### src/rtl/out_bcd_display.sv
// Result display stage: sequential double-dabble (one bit per clock) into DIGITS
// registered BCD codes and 7-segment patterns. Define OUT_BCD_SIGNED_EN for two's-complement input.
module out_bcd_display #(
    parameter int DATA_W         = 32,
    parameter int DIGITS         = 4,
    parameter bit SEG_ACTIVE_LOW = 1'b1
) (
    input  logic                  clock,
    input  logic                  reset_n,
    input  logic [DATA_W-1:0]     result_ULA,
    input  logic                  controle,
    output logic                  busy,
    output logic                  overflow,
    output logic [4*DIGITS-1:0]   digits_bcd,
    output logic [7*DIGITS-1:0]   seg
);

    // Decimal digits needed for 2^DATA_W-1; widened so the low DIGITS nibbles always exist.
    localparam int NB_MIN = (DATA_W * 30103) / 100000 + 1;
    localparam int NB     = (NB_MIN > DIGITS) ? NB_MIN : DIGITS;
    localparam int CW     = $clog2(DATA_W + 1);
    localparam logic [6:0] SEG_DASH = SEG_ACTIVE_LOW ? 7'h3F : 7'h40;

    typedef enum logic [1:0] {IDLE, CONVERT, UPDATE} state_t;

    state_t                r_state, w_next;
    logic [DATA_W-1:0]     r_sr, r_pend;
    logic [4*NB-1:0]       r_acc, w_acc_adj;
    logic [CW-1:0]         r_cnt;
    logic                  r_pend_vld, r_neg;
    logic [4*DIGITS-1:0]   r_digits, w_digits;
    logic [7*DIGITS-1:0]   r_seg, w_seg;
    logic                  r_ovf, w_ovf;
    logic                  w_start, w_cap_neg;
    logic [DATA_W-1:0]     w_cap, w_cap_mag;

    function automatic logic [6:0] f_seg(input logic [3:0] d);
        logic [6:0] s;
        case (d)
            4'd0:    s = 7'h3F;
            4'd1:    s = 7'h06;
            4'd2:    s = 7'h5B;
            4'd3:    s = 7'h4F;
            4'd4:    s = 7'h66;
            4'd5:    s = 7'h6D;
            4'd6:    s = 7'h7D;
            4'd7:    s = 7'h07;
            4'd8:    s = 7'h7F;
            4'd9:    s = 7'h6F;
            4'hE:    s = 7'h40;
            default: s = 7'h00;
        endcase
        return SEG_ACTIVE_LOW ? ~s : s;
    endfunction

    assign w_start = (r_state == IDLE) && (r_pend_vld || controle);
    assign w_cap   = r_pend_vld ? r_pend : result_ULA;

`ifdef OUT_BCD_SIGNED_EN
    // Negation wraps for the most-negative value, which is exactly its unsigned magnitude.
    assign w_cap_neg = w_cap[DATA_W-1];
    assign w_cap_mag = w_cap_neg ? (-w_cap) : w_cap;
`else
    assign w_cap_neg = 1'b0;
    assign w_cap_mag = w_cap;
`endif

    always_comb begin
        w_acc_adj = r_acc;
        for (int i = 0; i < NB; i++) begin
            if (r_acc[4*i +: 4] >= 4'd5) w_acc_adj[4*i +: 4] = r_acc[4*i +: 4] + 4'd3;
        end
    end

    always_comb begin
        w_next = r_state;
        case (r_state)
            IDLE:    if (w_start) w_next = CONVERT;
            CONVERT: if (r_cnt == CW'(1)) w_next = UPDATE;
            UPDATE:  w_next = IDLE;
            default: w_next = IDLE;
        endcase
    end

    // Minus sign takes the top digit, so overflow starts one nibble lower for negatives.
    always_comb begin
        w_digits = r_acc[4*DIGITS-1:0];
        w_ovf    = 1'b0;
        w_seg    = '0;
        if (r_neg) w_digits[4*DIGITS-1 -: 4] = 4'hE;
        for (int i = 0; i < NB; i++) begin
            if (((i >= DIGITS) || (r_neg && (i == DIGITS - 1))) && (r_acc[4*i +: 4] != 4'd0))
                w_ovf = 1'b1;
        end
        for (int i = 0; i < DIGITS; i++) w_seg[7*i +: 7] = f_seg(w_digits[4*i +: 4]);
    end

    always_ff @(posedge clock or negedge reset_n) begin
        if (!reset_n) r_state <= IDLE;
        else          r_state <= w_next;
    end

    always_ff @(posedge clock or negedge reset_n) begin
        if (!reset_n) begin
            r_sr       <= '0;
            r_acc      <= '0;
            r_cnt      <= '0;
            r_pend     <= '0;
            r_pend_vld <= 1'b0;
            r_neg      <= 1'b0;
            r_digits   <= {DIGITS{4'hE}};
            r_seg      <= {DIGITS{SEG_DASH}};
            r_ovf      <= 1'b0;
        end else begin
            if (r_state != IDLE && controle) begin
                r_pend     <= result_ULA;
                r_pend_vld <= 1'b1;
            end else if (w_start && r_pend_vld) begin
                r_pend_vld <= 1'b0;
            end
            case (r_state)
                IDLE: if (w_start) begin
                    r_sr  <= w_cap_mag;
                    r_neg <= w_cap_neg;
                    r_acc <= '0;
                    r_cnt <= CW'(DATA_W);
                end
                CONVERT: begin
                    {r_acc, r_sr} <= {w_acc_adj, r_sr} << 1;
                    r_cnt         <= r_cnt - CW'(1);
                end
                UPDATE: begin
                    r_digits <= w_digits;
                    r_seg    <= w_seg;
                    r_ovf    <= w_ovf;
                end
                default: ;
            endcase
        end
    end

    assign busy       = (r_state != IDLE);
    assign overflow   = r_ovf;
    assign digits_bcd = r_digits;
    assign seg        = r_seg;

endmodule

### config.mk
export PLATFORM = sky130hd
export DESIGN_NAME = out_bcd_display
export DESIGN_NICKNAME = d
export VERILOG_FILES = /design/src/rtl/out_bcd_display.sv
export SDC_FILE = /design/constraint.sdc
export NUM_CORES = 1
export LEC_CHECK = 0
export ABC_AREA = 1
export BUFFER_PORTS_ARGS = -buffer_cell sky130_fd_sc_hd__buf_2
export CAP_MARGIN = 20
export CORE_ASPECT_RATIO = 0.7
export CORE_MARGIN = 2
export CORE_UTILIZATION = 30
export CTS_CLUSTER_DIAMETER = 50
export DETAILED_ROUTE_END_ITERATION = 10
export SKIP_CTS_REPAIR_TIMING = 1
export SLEW_MARGIN = 20
export SYNTH_ARGS = -nofsm -noshare
export SYNTH_HDL_FRONTEND = slang
export SYNTH_SLANG_ARGS = --single-unit
### constraint.sdc
create_clock -name clock -period 3.1 [get_ports clock]
set_clock_uncertainty 0.1 [all_clocks]
set_input_delay 0.62 -clock clock [delete_from_list [all_inputs] [get_ports clock]]
set_output_delay 0.62 -clock clock [all_outputs]
set_load 0.1 [all_outputs]
== Word-level counts from Yosys, hierarchy flattened ==
Memory sizes are Yosys's and may differ from the RTL's.
Cells that the tools add are included.
Widths: inputs -> output; s select.
Cells by class
  equality and inequality tests: 5
  order comparisons: 10
  bitwise gates (word level): 4
  multiplexer cells: 28
  $add $sub $neg: 11
  reduce and logical (&&, ||, !) cells: 16
Operators with widths (count)
  $pmux 40 s2: 1
  $mux 32: 2
  $pmux 32 s2: 1
  $ge 4x3->1 const B: 10
  $mux 40: 1
  $add 4x2->4 const B: 9
  $mux 4: 9
  $not 7->7: 4
  $reduce_bool 4->1: 6
  $pmux 6 s2: 1
  $mux 1: 8
  $eq 6x1->1 const B: 1
  $mux 6: 1
  $reduce_bool 2->1: 3
  $sub 6x1->6 const B: 1
  $mux 2: 2
  $ne 2x2->1 const B: 2
  $pmux 2 s2: 1
  $reduce_and 2->1: 2
  $add 3x2->3 const B: 1
  $logic_and 1x1->1: 3
  $mux 3: 1
  $eq 2x1->1 const B: 1
  $eq 2x2->1 const B: 1
  2 further kinds: 2
Word-level totals
  bits in read-only memories: 448
  logic and storage cells: 87
  bits of input ports: 35
  output and inout bits: 46
  memories kept: 4
  flip-flop bits (word level): 158
Memory list
  (no name shown): depth 16, bits a word 7, rd ports 1, clocked after Yosys merged registers in 0, write ports 0, RTL line 39  | case (d)
  (no name shown): depth 16, bits a word 7, rd ports 1, clocked after Yosys merged registers in 0, write ports 0, RTL line 39
  (no name shown): depth 16, bits a word 7, rd ports 1, clocked after Yosys merged registers in 0, write ports 0, RTL line 39
  (no name shown): depth 16, bits a word 7, rd ports 1, clocked after Yosys merged registers in 0, write ports 0, RTL line 39

== Logic depth before layout (Yosys ltp) ==
Gate-level depths: netlist of run 1.
  depth in word-level cells: 7
  depth in mapped cells: 10
  depth with buffers taken out: 9

== Least setup slack after synthesis of run 1 ==
OpenSTA, ideal clock, no wires.
  path type: reg2reg
  start point: reg r_state[1]
  end point: reg r_pend[10]
  path slack: 1234 ps
  setup time: 126 ps
  arrival: 1640 ps
  cell stages (with the launch flop): 7
  clock period less this slack: 1866 ps
  required time: 2874 ps
  cell sequence: dfrtp_1 nor2_2 inv_1 nand2_2 buf_2 nand2_1 o21ai_0
On the way
  cells in the longest elaborated chain, start to end: 2
RTL lines
  start, declared: RTL line 26  | state_t r_state, w_next;
  start signal, assigned: RTL line 100  | else r_state <= w_next;
  $reduce_bool 2->1
  via busy: RTL line 12  | output logic busy,
  $logic_and 1x1->1: RTL line 115  | if (r_state != IDLE && controle) begin
  end signal, assigned: RTL line 116  | r_pend <= result_ULA;
  end, declared: RTL line 27  | logic [DATA_W-1:0] r_sr, r_pend;
The timed path passes the listed nets, and every way through them passes these cells.
A chain may end at the register's enable or synchronous reset.

== Worst setup path after layout of run 1 ==
  start point: reg r_state[1]
  end point: out busy
On the way
  cells in the longest elaborated chain, start to end: 1
RTL lines
  $reduce_bool 2->1: RTL line 142  | assign busy = (r_state != IDLE);
  end, declared: RTL line 12
Every way passes these cells.

==> results of run 1 <==
[per-layer routing]
layer / wire length, um / up-vias / GRT usage
met2: 7532 / 143 / 0.1917
li1: - / 3375 / -
met3: 926 / 11 / 0.03517
met1: 9570 / 3194 / 0.2071
met5: 0 / - / 0
met4: 122 / 0 / 0.03080
[logic make-up (layout without fill, tap and decap cells)]
family	count (synthesis)	after routing	synth area share
simple gates	453	453	0.2296
compound gates	195	195	0.1364
flops	158	158	0.4965
buf+inv	144	223	0.07535
fa+ha+maj	40	40	0.06214
[worst max-delay path, delay by kind of cell, from the launching register on]
family | cells | cell delay (ps)
flip-flops | 1 | 430
AND/OR/NAND/NOR | 1 | 250
buffers and inverters | 2 | 420
[cells in the final DEF (no fill, tap or decap), types with 15 or more instances in the layout]
cell type and instances:
dfstp_2 36, o21ai_0 116, dfrtp_1 122, nand2_1 319
nor2_1 41, nand4_1 19, nand3_1 66, buf_2 79
o211ai_1 17, a22oi_1 30, inv_1 91, clkbuf_16 18
a21oi_1 15, ha_1 40
[worst max path at each step]
stage | depth (start not counted) | from | end | slack [ps]
after detailed placement | 9 | controle | r_sr[13] | 1120
after floorplan | 6 | r_state[1] | r_pend[10] | 1230
after CTS | 3 | r_state[1] | busy | 850
after global placement | 9 | controle | r_sr[0] | 1150
after global routing | 3 | r_state[1] | busy | 790
final | 3 | r_state[1] | busy | 860
[registers in the layout (all words and copies together) (netlist names)]
name,flops
r_cnt,6
r_acc,40
overflow,1
seg,28
digits_bcd,16
r_pend,32
r_pend_vld,1
r_sr,32
r_state,2
[metrics by stage]
step / setup WS, ps / utilization / cells
after floorplan: 1234 / - / 990
after global placement: 1146 / 0.3309 / 1401
after detailed placement: 1124 / 0.3309 / 1401
after CTS: 852.6 / 0.3522 / 1433
after global routing: 793.5 / 0.3522 / 1433
final: 859.9 / 0.3522 / 1433
[cell type report]
class / count / area [um2]
timing repair buffer: 89 / 511.7
multi-input combinational: 688 / 3448
sequential: 158 / 3999
tap: 364 / 455.4
fill: 2788 / 17220
clock buffer: 26 / 510.5
clock inverter: 6 / 57.56
inverter: 102 / 382.9
[power breakdown]
part / switching (mW) / internal, mW / total (mW) / leakage, nW
Clock: 0.829 / 1.21 / 2.04 / 0.279
Combinational: 0.967 / 0.517 / 1.48 / 2.57
Sequential: 0.243 / 2.28 / 2.52 / 1.91
Total: 2.04 / 4.01 / 6.05 / 4.76
==> metrics.md, run 1 <==
| Metric | Value |
|---|---|
| Setup CP Type | register to output port |
| Port-buffer cells | 80 |
| Slew Viols, Final | 0 |
| CTS tree | done |
| Crit. End Element | output port |
| Nets | 1131 |
| Seq cells post-synth | 158 |
| Pre-Repair DR Iteration Count | 6 |
| Critical path arrival | 1520 ps |
| Global-route wire length before repair | 30850 um |
| Clock Latency Late Sink | 420 ps |
| Fmax achieved | 446.4 MHz |
| Placed Area | 0.008797 mm2 |
| Synth top area cells | dfrtp_1 38%, nand2_1 15%, dfstp_2 12%, o21ai_0 7.2%, ha_1 6.2% |
| Cell area after synthesis | 0.008054 mm2 |
| Clock Root Buffer | clkbuf_16 |
| Synth area leader | dfrtp_1 |
| Num ports | 81 |
| Final instance area | 0.009365 mm2 |
| Leakage | 4.760 nW |
| Share of flip-flops with an asynchronous set or reset | 1.000 |
| Req. time, crit path | 2380 ps |
| Die height | 141.1 um |
| Startpoint Class | register |
| RSZ-0062 raised after global routing | false |
| Crit-path slowest cell | dfrtp_1 |
| Area growth, synth to finish | 16.28% |
| WL final | 18150 um |
| Worst vdd ir | 0.0004099 V |
| Max clock buf depth | 2 |
| Critical path fanouts, max | 4 |
| GRT Resource Usage Total | 0.1363 |
| Via/cell ratio | 4.692 |
| Initial antenna violation count | 0 |
| Gp weighted congestion | 0.7671 |
| Post-Synthesis Cells | 990 |
| Share of cells above drive strength 1 | 0.1534 |
| Die W | 199.8 um |
| CTS sink cnt | 158 |
| Area share of the largest cell type after synthesis | 0.3791 |
| Hold Crit Class | input pin to asynchronous set/reset pin |
| Max incr delay on CP | 430 ps |
| GRT overflow | 0 |
| Most common cell in the netlist | nand2_1 |
| Finish-stage setup viols | 0 |
| Final hold vios | 0 |
| Outcome | finished, final reports clean |
| H-tree depth | 4 |
| Die area | 0.02819 mm2 |
| Total CTS buffers | 17 |
| Vias | 6723 |
| Worst slew pin tran | 747.2 ps |
| Setup TNS | 0 ps |
| Row cnt | 50 |
| Yosys Warn Count | 0 |
| ANT nets after route | 0 |
| Antenna cells | 0 |
| Initial core utilization | 0.3029 |
| Final period util | 0.7226 |
| Reg clk slew, reported paths | 60 ps |
| Synth Area per Inst | 8.135 um2 |
| Pwr Density | 646.1 mW/mm2 |
| Overall Power | 6.051 mW |
| WHS | 68.30 ps |
| Minimum clock period | 2240 ps |
| Pin count of the biggest net entering global routing | 66 |
| Reg2reg path depth | 5 |
| Worst r2r dst | r_pend[15] |
| Main synth FF type | dfrtp_1 |
| Max-cap violation count | 0 |
| Synthesized Nets | 1065 |
| R2R setup slack | 1140 ps |
| Post-synthesis sequential area ratio | 0.4965 |
| Core area | 0.02659 mm2 |
| Dpl hpwl | 11880 um |
| Max-slew headroom | 0.5018 |
| Cell Chain, Critical Path | nor2_2 > inv_1 > buf_2 |
| Most frequent cells after synthesis | 319 x nand2_1, 122 x dfrtp_1, 116 x o21ai_0 |
| Starting DRT DRC Count | 447 |
| Vias in the first global route | 6150 |
| Post-route DRC | 0 |
| EDFF count, synth | 0 |
| Post-synthesis cell type count | 27 |
| Wire length per cell | 12.67 um |
| Worst r2r src | r_state[1] |
(Power assumes the default switching activity.)
==> inputs of run 2 (changes only) <==
clock period = 2 ns   (was 3.1 ns; I/O delays follow)
==> run 2 against run 1 <==
Wire length down 1.8%. Combinational power rose by 56%. Critical endpoint is now digits_bcd[3]. Clock-buffer cell count down 2.
==> metrics.md, run 2 (same netlist as run 1, synthesis figures left out) <==
| Metric | Value |
|---|---|
| Outcome | finished, final reports clean |
| Req. time, crit path | 1500 ps |
| Core area | 0.02659 mm2 |
| Leakage | 4.867 nW |
| GRT Resource Usage Total | 0.1330 |
| Pre-Repair DR Iteration Count | 5 |
| Vias in the first global route | 5850 |
| Gp weighted congestion | 0.7859 |
| Die height | 141.1 um |
| Cell Chain, Critical Path | buf_2 |
| Die W | 199.8 um |
| Setup CP Type | register to output port |
| Post-layout util | 0.3598 |
| Crit-path slowest cell | dfstp_2 |
| RSZ-0062 raised after global routing | false |
| Reg2reg path depth | 5 |
| Area growth, synth to finish | 18.77% |
| Starting DRT DRC Count | 478 |
| Share of cells above drive strength 1 | 0.1633 |
| Minimum clock period | 1925 ps |
| Pin count of the biggest net entering global routing | 51 |
| Max-slew headroom | 0.6501 |
| Hold_sp | result_ULA[30] |
| Buf+Inv Stages, Crit Path | 1 |
| Critical path arrival | 1420 ps |
| Max clock buf depth | 2 |
| Nets | 1140 |
| Reg clk slew, reported paths | 60 ps |
| Num ports | 81 |
| Dpl hpwl | 12460 um |
| Vias | 6523 |
| Worst r2r src | r_state[0] |
| Worst slew pin tran | 528.5 ps |
| WL final | 17830 um |
| Critical path fanouts, max | 2 |
| Die area | 0.02819 mm2 |
| Max incr delay on CP | 560 ps |
| Final hold vios | 0 |
| Final instance area | 0.009565 mm2 |
| Max FFs per register | 40 |
| Slew Viols, Final | 0 |
| Hold Path End | r_pend[30] |
| Commonest cells after routing, fill and taps aside | 319 x nand2_1, 122 x dfrtp_1, 116 x o21ai_0 |
| Hold Path Depth | 3 |
| ANT nets after route | 0 |
| Crit. End Element | output port |
| Clock Root Buffer | clkbuf_16 |
| Antenna cells | 0 |
| Wire length per cell | 12.37 um |
| Initial antenna violation count | 0 |
| CTS tree | done |
| H-tree depth | 4 |
| Register with the most flip-flops | r_acc |
| Pwr Density | 1014 mW/mm2 |
| Finish-stage setup viols | 0 |
| Worst r2r dst | seg[1] |
| Max-cap violation count | 0 |
| CTS sink cnt | 158 |
| Row cnt | 50 |
| Fmax achieved | 519.5 MHz |
| Hold Crit Class | input pin to register |
| GRT overflow | 0 |
| Final period util | 0.9624 |
| Registers with the most flip-flops | r_acc x40, r_pend x32, r_sr x32 |
| Initial core utilization | 0.3029 |
| Worst vdd ir | 0.0006534 V |
| Startpoint Class | register |
| Most common cell after layout, fill and taps aside | nand2_1 |
| Crit path max-delay family | flip-flops |
| Port-buffer cells | 80 |
| Placed Area | 0.008907 mm2 |
| Clock Latency Late Sink | 430 ps |
| Post-route DRC | 0 |
| Total CTS buffers | 17 |
| Via/cell ratio | 4.524 |
| R2R setup slack | 390 ps |
| Global-route wire length before repair | 29860 um |
[run 2: report_power, final]
group,internal (mW),total [mW],switching [mW]
Clock,2.16,3.47,1.31
Sequential,3.54,3.91,0.378
Combinational,0.807,2.31,1.50
[run 2: layout make-up]
| class | instances | area [um2] |
|---|---|---|
| Multi-Input combinational cell | 688 | 3453 |
| Timing Repair Buffer | 98 | 634.4 |
| Sequential cell | 158 | 3999 |
| Fill cell | 2720 | 17020 |
| Inverter | 102 | 382.9 |
| Tap cell | 364 | 455.4 |
| Clock buffer | 24 | 545.5 |
| Clock inverter | 8 | 95.09 |
[run 2: how the worst max path moves through the flow]
stage / to / slack [ps] / from / cells past startpoint
after global placement: r_sr[30] / 380 / controle / 9
final: digits_bcd[3] / 80 / digits_bcd[3] / 1
after floorplan: r_pend[10] / 130 / r_state[1] / 6
after CTS: busy / -40 / r_state[1] / 3
after global routing: busy / 20 / r_state[1] / 3
after detailed placement: r_acc[16] / 310 / controle / 9
[run 2: layer usage]
metal / up-vias / part of all wire / global-route usage
met5: - / 0 / 0
met4: 0 / 0.0052 / 0.03509
met3: 9 / 0.052 / 0.03828
met2: 129 / 0.40 / 0.1747
met1: 3002 / 0.55 / 0.2081
li1: 3383 / - / -
[run 2: worst reg2reg max path, delay by kind of cell, from the launching register on]
kind	cells	cell delay [ps]
compound gates	1	130
simple gates	2	410
buf+inv	2	460
flops	1	430
[run 2: stage by stage]
step                      hold slack [ps]  total power [mW]  setup TNS, ps  worst slack (ps)  instances
final                               130.8             9.695              0             75.13       1442
after global routing                118.4             10.37              0             17.07       1442
after CTS                          -218.9             9.778         -35.85            -35.85       1441
after detailed placement            247.4             6.267              0             306.5       1409
after global placement              243.1             6.241              0             379.8       1409
after floorplan                     4.409             5.644              0             133.9        990
